**src/rtl/uc_seq.sv**
```systemverilog
// Microcode sequencer for the single-cycle datapath: RUN/HALT/RESUME control FSM with combinational decode.
// Optional retired-instruction counter is built only when UC_RETIRE_CNT_EN is defined.
module uc_seq #(
  parameter int CNT_W = 16
) (
  input  logic             clk,
  input  logic             reset,
  input  logic [5:0]       Opcode,
  input  logic             z,
  input  logic             resume,
  input  logic             cnt_clr,
  output logic             s_inc,
  output logic             s_inm,
  output logic             we3,
  output logic             wez,
  output logic [2:0]       Op,
  output logic             halted,
  output logic [CNT_W-1:0] instr_cnt
);

  typedef enum logic [1:0] {
    ST_RUN    = 2'd0,
    ST_HALT   = 2'd1,
    ST_RESUME = 2'd2
  } state_t;

  state_t     state_r;
  state_t     state_nxt_s;
  logic       s_inc_s;
  logic       s_inm_s;
  logic       we3_s;
  logic       wez_s;
  logic [2:0] op_s;

  // State register; reset returns to RUN from any state.
  always_ff @(posedge clk or negedge reset) begin
    if (!reset) begin
      state_r <= ST_RUN;
    end else begin
      state_r <= state_nxt_s;
    end
  end

  // Next-state and zero-latency decode; reset forces the safe "PC+1, no writes" pattern.
  always_comb begin
    state_nxt_s = state_r;
    s_inc_s     = 1'b1;
    s_inm_s     = 1'b0;
    we3_s       = 1'b0;
    wez_s       = 1'b0;
    op_s        = 3'b000;
    if (!reset) begin
      state_nxt_s = ST_RUN;
    end else begin
      case (state_r)
        ST_RUN: begin
          if (Opcode[5]) begin
            op_s  = Opcode[4:2];
            we3_s = 1'b1;
            wez_s = 1'b1;
          end else if (Opcode[4:2] == 3'b000) begin
            s_inm_s = 1'b1;
            we3_s   = 1'b1;
          end else begin
            case (Opcode[4:0])
              5'b00100: s_inc_s = 1'b0;
              5'b00101: s_inc_s = ~z;
              5'b00110: s_inc_s = z;
              5'b00111: begin
                // HALT word holds its own address, so the PC parks on it.
                s_inc_s     = 1'b0;
                state_nxt_s = ST_HALT;
              end
              default:  s_inc_s = 1'b1;
            endcase
          end
        end
        ST_HALT: begin
          s_inc_s = 1'b0;
          if (resume) begin
            state_nxt_s = ST_RESUME;
          end else begin
            state_nxt_s = ST_HALT;
          end
        end
        ST_RESUME: begin
          state_nxt_s = ST_RUN;
        end
        default: begin
          state_nxt_s = ST_RUN;
        end
      endcase
    end
  end

  assign s_inc  = s_inc_s;
  assign s_inm  = s_inm_s;
  assign we3    = we3_s;
  assign wez    = wez_s;
  assign Op     = op_s;
  assign halted = (state_r == ST_HALT);

`ifdef UC_RETIRE_CNT_EN
  logic [CNT_W-1:0] cnt_r;

  // Saturating retire counter; clear has priority over the RUN increment.
  always_ff @(posedge clk or negedge reset) begin
    if (!reset) begin
      cnt_r <= '0;
    end else if (cnt_clr) begin
      cnt_r <= '0;
    end else if ((state_r == ST_RUN) && (cnt_r != {CNT_W{1'b1}})) begin
      cnt_r <= cnt_r + CNT_W'(1);
    end else begin
      cnt_r <= cnt_r;
    end
  end

  assign instr_cnt = cnt_r;
`else
  logic unused_cnt_clr_s;

  assign unused_cnt_clr_s = cnt_clr;
  assign instr_cnt        = '0;
`endif

endmodule

```
**config.mk**
```make
export PLATFORM = sky130hd
export DESIGN_NAME = uc_seq
export DESIGN_NICKNAME = d
export VERILOG_FILES = /design/src/rtl/uc_seq.sv
export SDC_FILE = /design/constraint.sdc
export NUM_CORES = 1
export LEC_CHECK = 0
export BUFFER_PORTS_ARGS = -buffer_cell sky130_fd_sc_hd__buf_2
export CORE_AREA = 2 2 39 41
export CTS_CLUSTER_DIAMETER = 120
export CTS_CLUSTER_SIZE = 24
export DETAILED_ROUTE_END_ITERATION = 12
export DIE_AREA = 0 0 41 43
export HOLD_SLACK_MARGIN = 0.05
export PLACE_DENSITY_LB_ADDON = 0.2
export SETUP_SLACK_MARGIN = 0.5
export SLEW_MARGIN = 20
export SYNTH_ARGS = -nofsm -noshare
export SYNTH_HDL_FRONTEND = slang
export SYNTH_SLANG_ARGS = --single-unit
export TNS_END_PERCENT = 1
```
**constraint.sdc**
```tcl
create_clock -name clk -period 1.65 [get_ports clk]
set_input_delay 0.2475 -clock clk [delete_from_list [all_inputs] [get_ports clk]]
set_output_delay 0.2475 -clock clk [all_outputs]
set_load 0.1 [all_outputs]
```
==> results of run 1 <==
## layer usage
layer | global-route usage | wire [um] | vias up | share of wire
met5 | 0 | 0 | - | 0
met3 | 0.0366 | 63 | 0 | 0.092
met4 | 0.0600 | 0 | 0 | 0
met1 | 0.112 | 261 | 146 | 0.38
met2 | 0.147 | 361 | 16 | 0.53
li1 | - | - | 160 | -
## synth_stat cells
cell,instances
and3_2,1
or4b_1,1
dfrtp_1,2
and3_1,1
o21a_1,1
nand3_1,1
nor3_1,2
o22ai_1,1
buf_4,16
o21ai_0,1
nand3b_1,1
and2_1,5
inv_1,1
nor2_1,2
nor2b_1,1
conb_1,1
nor3b_1,1
and3b_1,1
## power by group
group	internal (mW)	switching [mW]
clock network	0.0802	0.0271
registers	0.0497	0.000298
logic	0.0591	0.235
total	0.189	0.262
## worst max-delay path, stage by stage
cell,delay [ns]
buf_2,0.10
or4b_4,0.55
nor3_2,0.14
o21ai_2,0.07
buf_6,0.18
## timing repair
item / in CTS / in global routing
endpoints found under the hold margin: 2 / 0
hold buffers: 1 / 0
pin swaps: 3 / 1
resized for setup: 6 / 0
endpoints found under the setup margin: 8 / 8
cloned: 0 / 0
buffers inserted: 4 / 0
## final timing paths
| check | startpoint | end | cells past startpoint |
|---|---|---|---|
| max | Opcode[5] | s_inc | 5 |
| min | resume | state_r[1] | 2 |
| max reg2reg | state_r[1] | state_r[1] | 4 |
| min reg2reg | state_r[0] | state_r[1] | 1 |
| max in group asynchronous | reset | state_r[0] | 2 |
| min in group asynchronous | reset | state_r[1] | 2 |
## layout make-up
| class | instances | area [um^2] | share of cell area |
|---|---|---|---|
| Tap cell | 16 | 20.0 | 0.0347 |
| Inverter | 1 | 3.75 | 0.00651 |
| Multi-Input combinational cell | 36 | 229 | 0.397 |
| Sequential cell | 2 | 50.0 | 0.0868 |
| Timing Repair Buffer | 26 | 251 | 0.436 |
| Clock buffer | 3 | 22.5 | 0.0390 |
## cell families after synthesis
group           share of synthesized area
flops                               0.165
simple gates                        0.354
buf+inv                             0.407
other cells                        0.0123
compound gates                     0.0617
## stage by stage
stage               std cells  cell area, um^2  worst slack (ns)
detailed placement         76              494           -0.0821
floorplan                  55              389            0.0178
global placement           76              494           -0.0836
finish                     84              577             0.109
global route               84              577            0.0373
CTS                        84              577            0.0985
==> impl_metrics.py, run 1 <==
metrics = {
    "outcome": {
        "status": "complete, no violations",
    },
    "placed_design": {
        "io_buffers": 17,
        "dp_hpwl_um": 530,
        "globalplace.congestion": 0.590,
    },
    "clock_network": {
        "cts_buffers": 3,
        "cts_sinks": 2,
        "cts_max_level": 1,
        "clk_latency_ns": 0.22,
        "clockBufferDepth": 2,
        "clk_pin_slew_ns": 0.03,
        "clockRootBuffer": "clkbuf_4",
        "cts_tree": "done",
    },
    "global_route": {
        "grt_max_degree": 6,
        "grt_overflow": 0,
        "grtUsageTotal": 0.0982,
        "antenna_found_initial": 0,
        "grt_pass1_vias": 284,
        "grt_pass1_wl_um": 1150,
    },
    "synthesis": {
        "ys_ff_latch": 2,
        "syn_inst": 40,
        "netlist_area_um2": 304,
        "synth_largest_area_cell": "buf_4",
        "synthTopCellsByArea": "buf_4 40%, dfrtp_1 16%, and2_1 10%",
        "yosysWarnings": 0,
        "synth_top_cell_area_share": 0.395,
        "avgSynthCellArea_um2": 7.60,
        "yosysSeqAreaShare": 0.165,
        "ys_types": 18,
    },
    "routing": {
        "via_per_inst": 3.83,
        "vias": 322,
        "drtPass1Iterations": 2,
        "first_iter_violations": 2,
        "wl_um": 686,
        "ant_nets": 0,
        "drc_errors": 0,
        "wl_per_cell_um": 8.17,
    },
    "sta": {
        "whs_ns": 0.300,
        "final-hold-violation-count": 0,
        "fin_tns_setup_ns": 0,
        "finalSetupViolations": 0,
        "rsz0062_at_grt": "yes",
        "fin_crit_sh": 0.934,
        "finalMaxSlewViolations": 0,
        "fmax_ghz": 0.649,
        "fin_crit_ns": 1.54,
        "fin_worst_skew_ns": 0.00125,
    },
    "die": {
        "num_io_pins": 35,
        "core_area_um2": 1380,
        "die-height_um": 43,
        "fp.dieW_um": 41,
        "start_util": 0.220,
        "dieArea_um2": 1760,
        "rows": 14,
    },
    "final_layout": {
        "antenna_cells": 0,
        "synthToLayoutAreaGrowth_pct": 89.7,
        "final_common_cell": "conb_1",
        "layout_common_cells": "16 x conb_1, 10 x buf_2, 8 x buf_4",
        "n_fill_cell": 153,
        "fin_nets": 81,
        "top_regs": "state_r (2)",
        "largest_reg_flops": 2,
        "final_util": 0.417,
        "top_register": "state_r",
        "drive_above_1_share": 0.588,
    },
    "power_and_ir_drop": {
        "leakage_nw": 0.305,
        "power_mw": 0.451,
        "power_per_cell_area_nw_per_um2": 783,
        "ir_drop_mv": 0.274,
    },
    "setup_path": {
        "r2r_setup_slack_ns": 0.67,
        "end_kind": "output pin",
        "arrival_ns": 1.29,
        "crit_fanout": 2,
        "worstSetupStartpointType": "input port",
        "path_class": "input port to output pin",
        "worstPathRequired_ns": 1.40,
    },
    "run": {
        "maxCapViolCount": 0,
    },
    "hold_path": {
        "hold_path_class": "input port to flop",
    },
}
Power figures use the tool's default switching activity.
==> run 2: changes to the inputs <==
CTS_BUF_LIST = sky130_fd_sc_hd__clkbuf_8   (was default)
==> run 2 against run 1 <==
Sequential cell count did not move. Non-clock buffer count did not move. Clock skew about the same. Global-route usage decreased by 0.10 points. Critical endpoint unchanged. Fmax barely moved. Final cell count is the same. Highest routed layer unchanged. Critical path depth unchanged. Sequential power hardly changed. Critical path type unchanged.
==> impl_metrics.py, run 2 (synthesis results as in run 1) <==
metrics = {
    "setup_path": {
        "end_kind": "output pin",
        "worstPathRequired_ns": 1.40,
        "path_class": "input port to output pin",
        "worstSetupStartpointType": "input port",
        "crit_fanout": 2,
        "crit_start": "Opcode[5]",
        "arrival_ns": 1.29,
        "r2r-start": "state_r[1]",
    },
    "placed_design": {
        "dp_hpwl_um": 530,
        "dp.cells": 76,
        "dp_slack_ns": -0.0821,
        "globalplace.congestion": 0.590,
        "dpl_cell_area_um2": 494,
        "io_buffers": 17,
    },
    "global_route": {
        "grt_pass1_wl_um": 1130,
        "grt_overflow": 0,
        "grt_max_degree": 6,
        "grtUsageTotal": 0.0972,
        "grt_pass1_vias": 281,
        "antenna_found_initial": 0,
    },
    "routing": {
        "drtPass1Iterations": 2,
        "first_iter_violations": 1,
        "wl_um": 689,
        "wl_per_cell_um": 8.20,
        "drc_errors": 0,
        "via_per_inst": 3.86,
        "ant_nets": 0,
        "vias": 324,
    },
    "sta": {
        "fmax_ghz": 0.649,
        "fin_tns_setup_ns": 0,
        "fin_crit_ns": 1.54,
        "fin_worst_skew_ns": 0.00138,
        "rsz0062_at_grt": "yes",
        "final-hold-violation-count": 0,
        "setup_ws_ns": 0.109,
        "whs_ns": 0.316,
        "finalSetupViolations": 0,
        "fin_crit_sh": 0.934,
        "finalMaxSlewViolations": 0,
    },
    "clock_network": {
        "cts_buffers": 3,
        "clk_pin_slew_ns": 0.03,
        "cts_sinks": 2,
        "cts_tree": "done",
        "clockBufferDepth": 2,
        "clockRootBuffer": "clkbuf_8",
        "cts_max_level": 1,
        "clk_latency_ns": 0.21,
    },
    "final_layout": {
        "antenna_cells": 0,
        "stdcell_area_um2": 596,
        "drive_above_1_share": 0.588,
        "top_regs": "state_r (2)",
        "fin_cells": 84,
        "layout_common_cells": "16 x conb_1, 10 x buf_2, 8 x buf_4",
        "top_register": "state_r",
        "final_util": 0.430,
        "fin_nets": 81,
        "synthToLayoutAreaGrowth_pct": 95.9,
        "n_fill_cell": 151,
        "final_common_cell": "conb_1",
        "largest_reg_flops": 2,
    },
    "power_and_ir_drop": {
        "power_mw": 0.532,
        "power_per_cell_area_nw_per_um2": 893,
        "leakage_nw": 0.312,
        "ir_drop_mv": 0.328,
    },
    "run": {
        "maxCapViolCount": 0,
    },
    "hold_path": {
        "min_from": "resume",
        "hold_path_class": "input port to flop",
    },
    "die": {
        "start_util": 0.220,
        "core_area_um2": 1380,
        "dieArea_um2": 1760,
        "fp.dieW_um": 41,
        "die-height_um": 43,
        "rows": 14,
        "num_io_pins": 35,
    },
    "outcome": {
        "status": "complete, no violations",
    },
}
run 2: cell counts in the layout (fill, tap and decap cells not counted):
No cell type changed its count.
run 2: critical path: stages:
cell	delay, ns
buf_2	0.10
or4b_4	0.55
nor3_2	0.14
o21ai_2	0.07
buf_6	0.18
run 2: final timing paths:
path                            cells past startpoint  slack, ns    endpoint
worst min-delay path                                2       0.32  state_r[1]
worst max-delay path                                5       0.11       s_inc
worst min register to register                      1       0.60  state_r[1]
worst max register to register                      4       0.67  state_r[1]
min in group asynchronous                           2       0.38  state_r[1]
max in group asynchronous                           2       1.14  state_r[0]
run 2: per-layer routing:
metal	GRT usage	share of wire	routed length (um)
met3	0.0366	0.091	63
met4	0.0600	0	0
met5	0	0	0
met2	0.147	0.53	365
met1	0.109	0.38	260
run 2: report_power, final:
group / total (mW) / leakage (nW) / internal (mW) / switching (mW)
sequential: 0.0500 / 0.0279 / 0.0497 / 0.000299
combinational: 0.294 / 0.263 / 0.0591 / 0.235
clock: 0.188 / 0.0216 / 0.154 / 0.0339
run 2: what timing repair did:
action | CTS | global route
setup endpoints to repair | 8 | 8
buffers inserted | 4 | 0
hold endpoints to repair | 2 | 0
pin swaps | 1 | 2
cloned | 0 | 0
hold buffers | 1 | 0
gates resized for setup | 6 | 0
run 2: cell type report:
class	count	area, um^2	area share
Sequential cell	2	50.0	0.0840
Inverter	1	3.75	0.00630
Tap cell	16	20.0	0.0336
Multi-Input combinational cell	36	229	0.384
Clock buffer	3	41.3	0.0693
Timing Repair Buffer	26	251	0.422
==> run 3: changes to the inputs <==
BUFFER_PORTS_ARGS = default   (was -buffer_cell sky130_fd_sc_hd__buf_2)
DONT_BUFFER_PORTS = 1   (was default)
==> run 3 against run 2 <==
Sequential cell count stayed put. Register-to-register slack gained 0.09 ns. Non-clock buffer count is 19 lower. Combinational power fell by 16%. Hold slack lost 0.58 ns. Largest power group unchanged. Count of clock-buffer cells in the layout stayed put. Highest routed layer unchanged. The run now ends with negative hold slack left. First-iteration DRC count shrank 100%. Critical path type is now flop to output pin.
==> impl_metrics.py, run 3 (synthesis results as in run 1) <==
metrics = {
    "setup_path": {
        "ff2ff_path_depth": 3,
        "end_kind": "output pin",
        "crit_end": "Op[0]",
        "worstPathRequired_ns": 1.40,
        "worstSetupStartpointType": "flop",
        "crit_start": "state_r[1]",
        "crit_fanout": 4,
        "path_class": "flop to output pin",
        "r2r_end": "state_r[1]",
        "crit_family": "simple AND/OR/NAND/NOR gates",
        "max_stage_delay_ns": 0.39,
        "cp.depth": 3,
        "crit_buf_inv": 0,
        "r2r-start": "state_r[1]",
        "critical-path-slowest-cell": "dfrtp_1",
        "r2r_setup_slack_ns": 0.76,
        "arrival_ns": 1.30,
        "cp_cell_sequence": "nor2b_4, and3_4, and2_4",
    },
    "sta": {
        "fin_tns_setup_ns": 0,
        "fmax_ghz": 0.647,
        "fin_worst_skew_ns": 0.000606,
        "fin_crit_ns": 1.54,
        "fin_crit_sh": 0.936,
        "final-hold-violation-count": 2,
        "finalMaxSlewViolations": 0,
        "whs_ns": -0.263,
        "finalSetupViolations": 0,
        "rsz0062_at_grt": "yes",
    },
    "clock_network": {
        "clockRootBuffer": "clkbuf_8",
        "clk_latency_ns": 0.21,
        "cts_tree": "done",
        "cts_max_level": 1,
        "cts_sinks": 2,
        "cts_buffers": 3,
        "clockBufferDepth": 2,
        "clk_pin_slew_ns": 0.03,
    },
    "power_and_ir_drop": {
        "power_frac_comb": 0.508,
        "p_sw_mw": 0.257,
        "power_per_cell_area_nw_per_um2": 1150,
        "ir_drop_mv": 0.279,
        "power.share.clock": 0.389,
        "cell_internal_pwr_mw": 0.231,
        "swShare": 0.527,
        "leakage_nw": 0.214,
        "seqPwrFrac": 0.103,
    },
    "run": {
        "maxCapViolCount": 0,
    },
    "routing": {
        "first_iter_violations": 0,
        "drtPass1Iterations": 1,
        "vias": 248,
        "ant_nets": 0,
        "drc_errors": 0,
        "wl_per_cell_um": 9.52,
        "wl_um": 619,
        "via_per_inst": 3.82,
    },
    "placed_design": {
        "dp_hpwl_um": 507,
        "io_buffers": 0,
        "dpl_cell_area_um2": 364,
        "globalplace.congestion": 0.556,
    },
    "hold_path": {
        "hold_path_class": "input port to async pin",
    },
    "final_layout": {
        "synthToLayoutAreaGrowth_pct": 39.9,
        "layout_common_cells": "16 x conb_1, 4 x buf_4, 3 x and2_4, 3 x clkbuf_8, 3 x buf_12",
        "largest_reg_flops": 2,
        "top_register": "state_r",
        "drive_above_1_share": 0.408,
        "stdcell_area_um2": 425,
        "final_util": 0.307,
        "final_common_cell": "conb_1",
        "antenna_cells": 0,
        "top_regs": "state_r (2)",
        "fin_nets": 62,
    },
    "global_route": {
        "grt_max_degree": 6,
        "grt_pass1_vias": 253,
        "grtUsageTotal": 0.0792,
        "antenna_found_initial": 0,
        "grt_overflow": 0,
        "grt_pass1_wl_um": 897,
    },
    "die": {
        "num_io_pins": 35,
        "dieArea_um2": 1760,
        "rows": 14,
        "core_area_um2": 1380,
        "fp.dieW_um": 41,
        "die-height_um": 43,
        "start_util": 0.220,
    },
    "outcome": {
        "status": "complete, but fails checks",
        "violations": "negative hold slack",
    },
}
==> run 3: worst min path at each step <==
stage	startpoint	endpoint	slack (ns)	depth (start not counted)
after floorplan	reset	state_r[0]	-0.05	0
after global placement	reset	state_r[1]	-0.05	0
after detailed placement	reset	state_r[1]	-0.05	0
after CTS	reset	state_r[1]	-0.27	0
after global routing	reset	state_r[0]	-0.27	0
final	reset	state_r[1]	-0.26	0
==> run 3: per-stage QoR <==
step | instances | setup slack, ns | total power [mW] | hold slack [ns]
floorplan | 55 | 0.0178 | 0.309 | -0.0481
global placement | 60 | 0.117 | 0.295 | -0.0480
detailed placement | 60 | 0.120 | 0.295 | -0.0480
CTS | 65 | 0.0983 | 0.493 | -0.268
global route | 65 | 0.0556 | 0.505 | -0.272
finish | 65 | 0.105 | 0.488 | -0.263
==> run 3: power groups by stage <==
| stage | Combinational (mW) | Sequential, mW | Clock [mW] |
|---|---|---|---|
| after floorplan | 0.258 | 0.0504 | 0 |
| after global placement | 0.245 | 0.0505 | 0 |
| after detailed placement | 0.244 | 0.0505 | 0 |
| after CTS | 0.248 | 0.0501 | 0.195 |
| after global routing | 0.254 | 0.0501 | 0.201 |
| final | 0.248 | 0.0501 | 0.190 |
==> run 3: final cells by class <==
cell class,count,area (um^2)
clock buffers,3,41.3
well taps,16,20.0
fillers,163,958
multi-input cells,36,220
flip-flops and latches,2,50.0
repair buffers,7,90.1
inverters,1,3.75
==> run 3: worst register-to-register path: cells and delay by family, from the launching register on <==
kind	cells	cell delay, ns
buf+inv	1	0.14
simple gates	2	0.31
flops	1	0.39
==> run 3: what timing repair did <==
| action | 4_1_cts | 5_1_grt |
|---|---|---|
| resized for setup | 2 | 0 |
| endpoints found under the setup margin | 8 | 8 |
| gates cloned | 0 | 0 |
| buffers inserted | 2 | 0 |
| endpoints found under the hold margin | 2 | 2 |
| pin swaps | 2 | 0 |
==> run 3: per-layer routing <==
metal / part of all wire / track usage / vias to the layer above
met5: 0 / 0 / -
met3: 0.13 / 0.0366 / 0
met1: 0.31 / 0.0671 / 111
met2: 0.55 / 0.122 / 16
li1: - / - / 121
met4: 0 / 0.0800 / 0
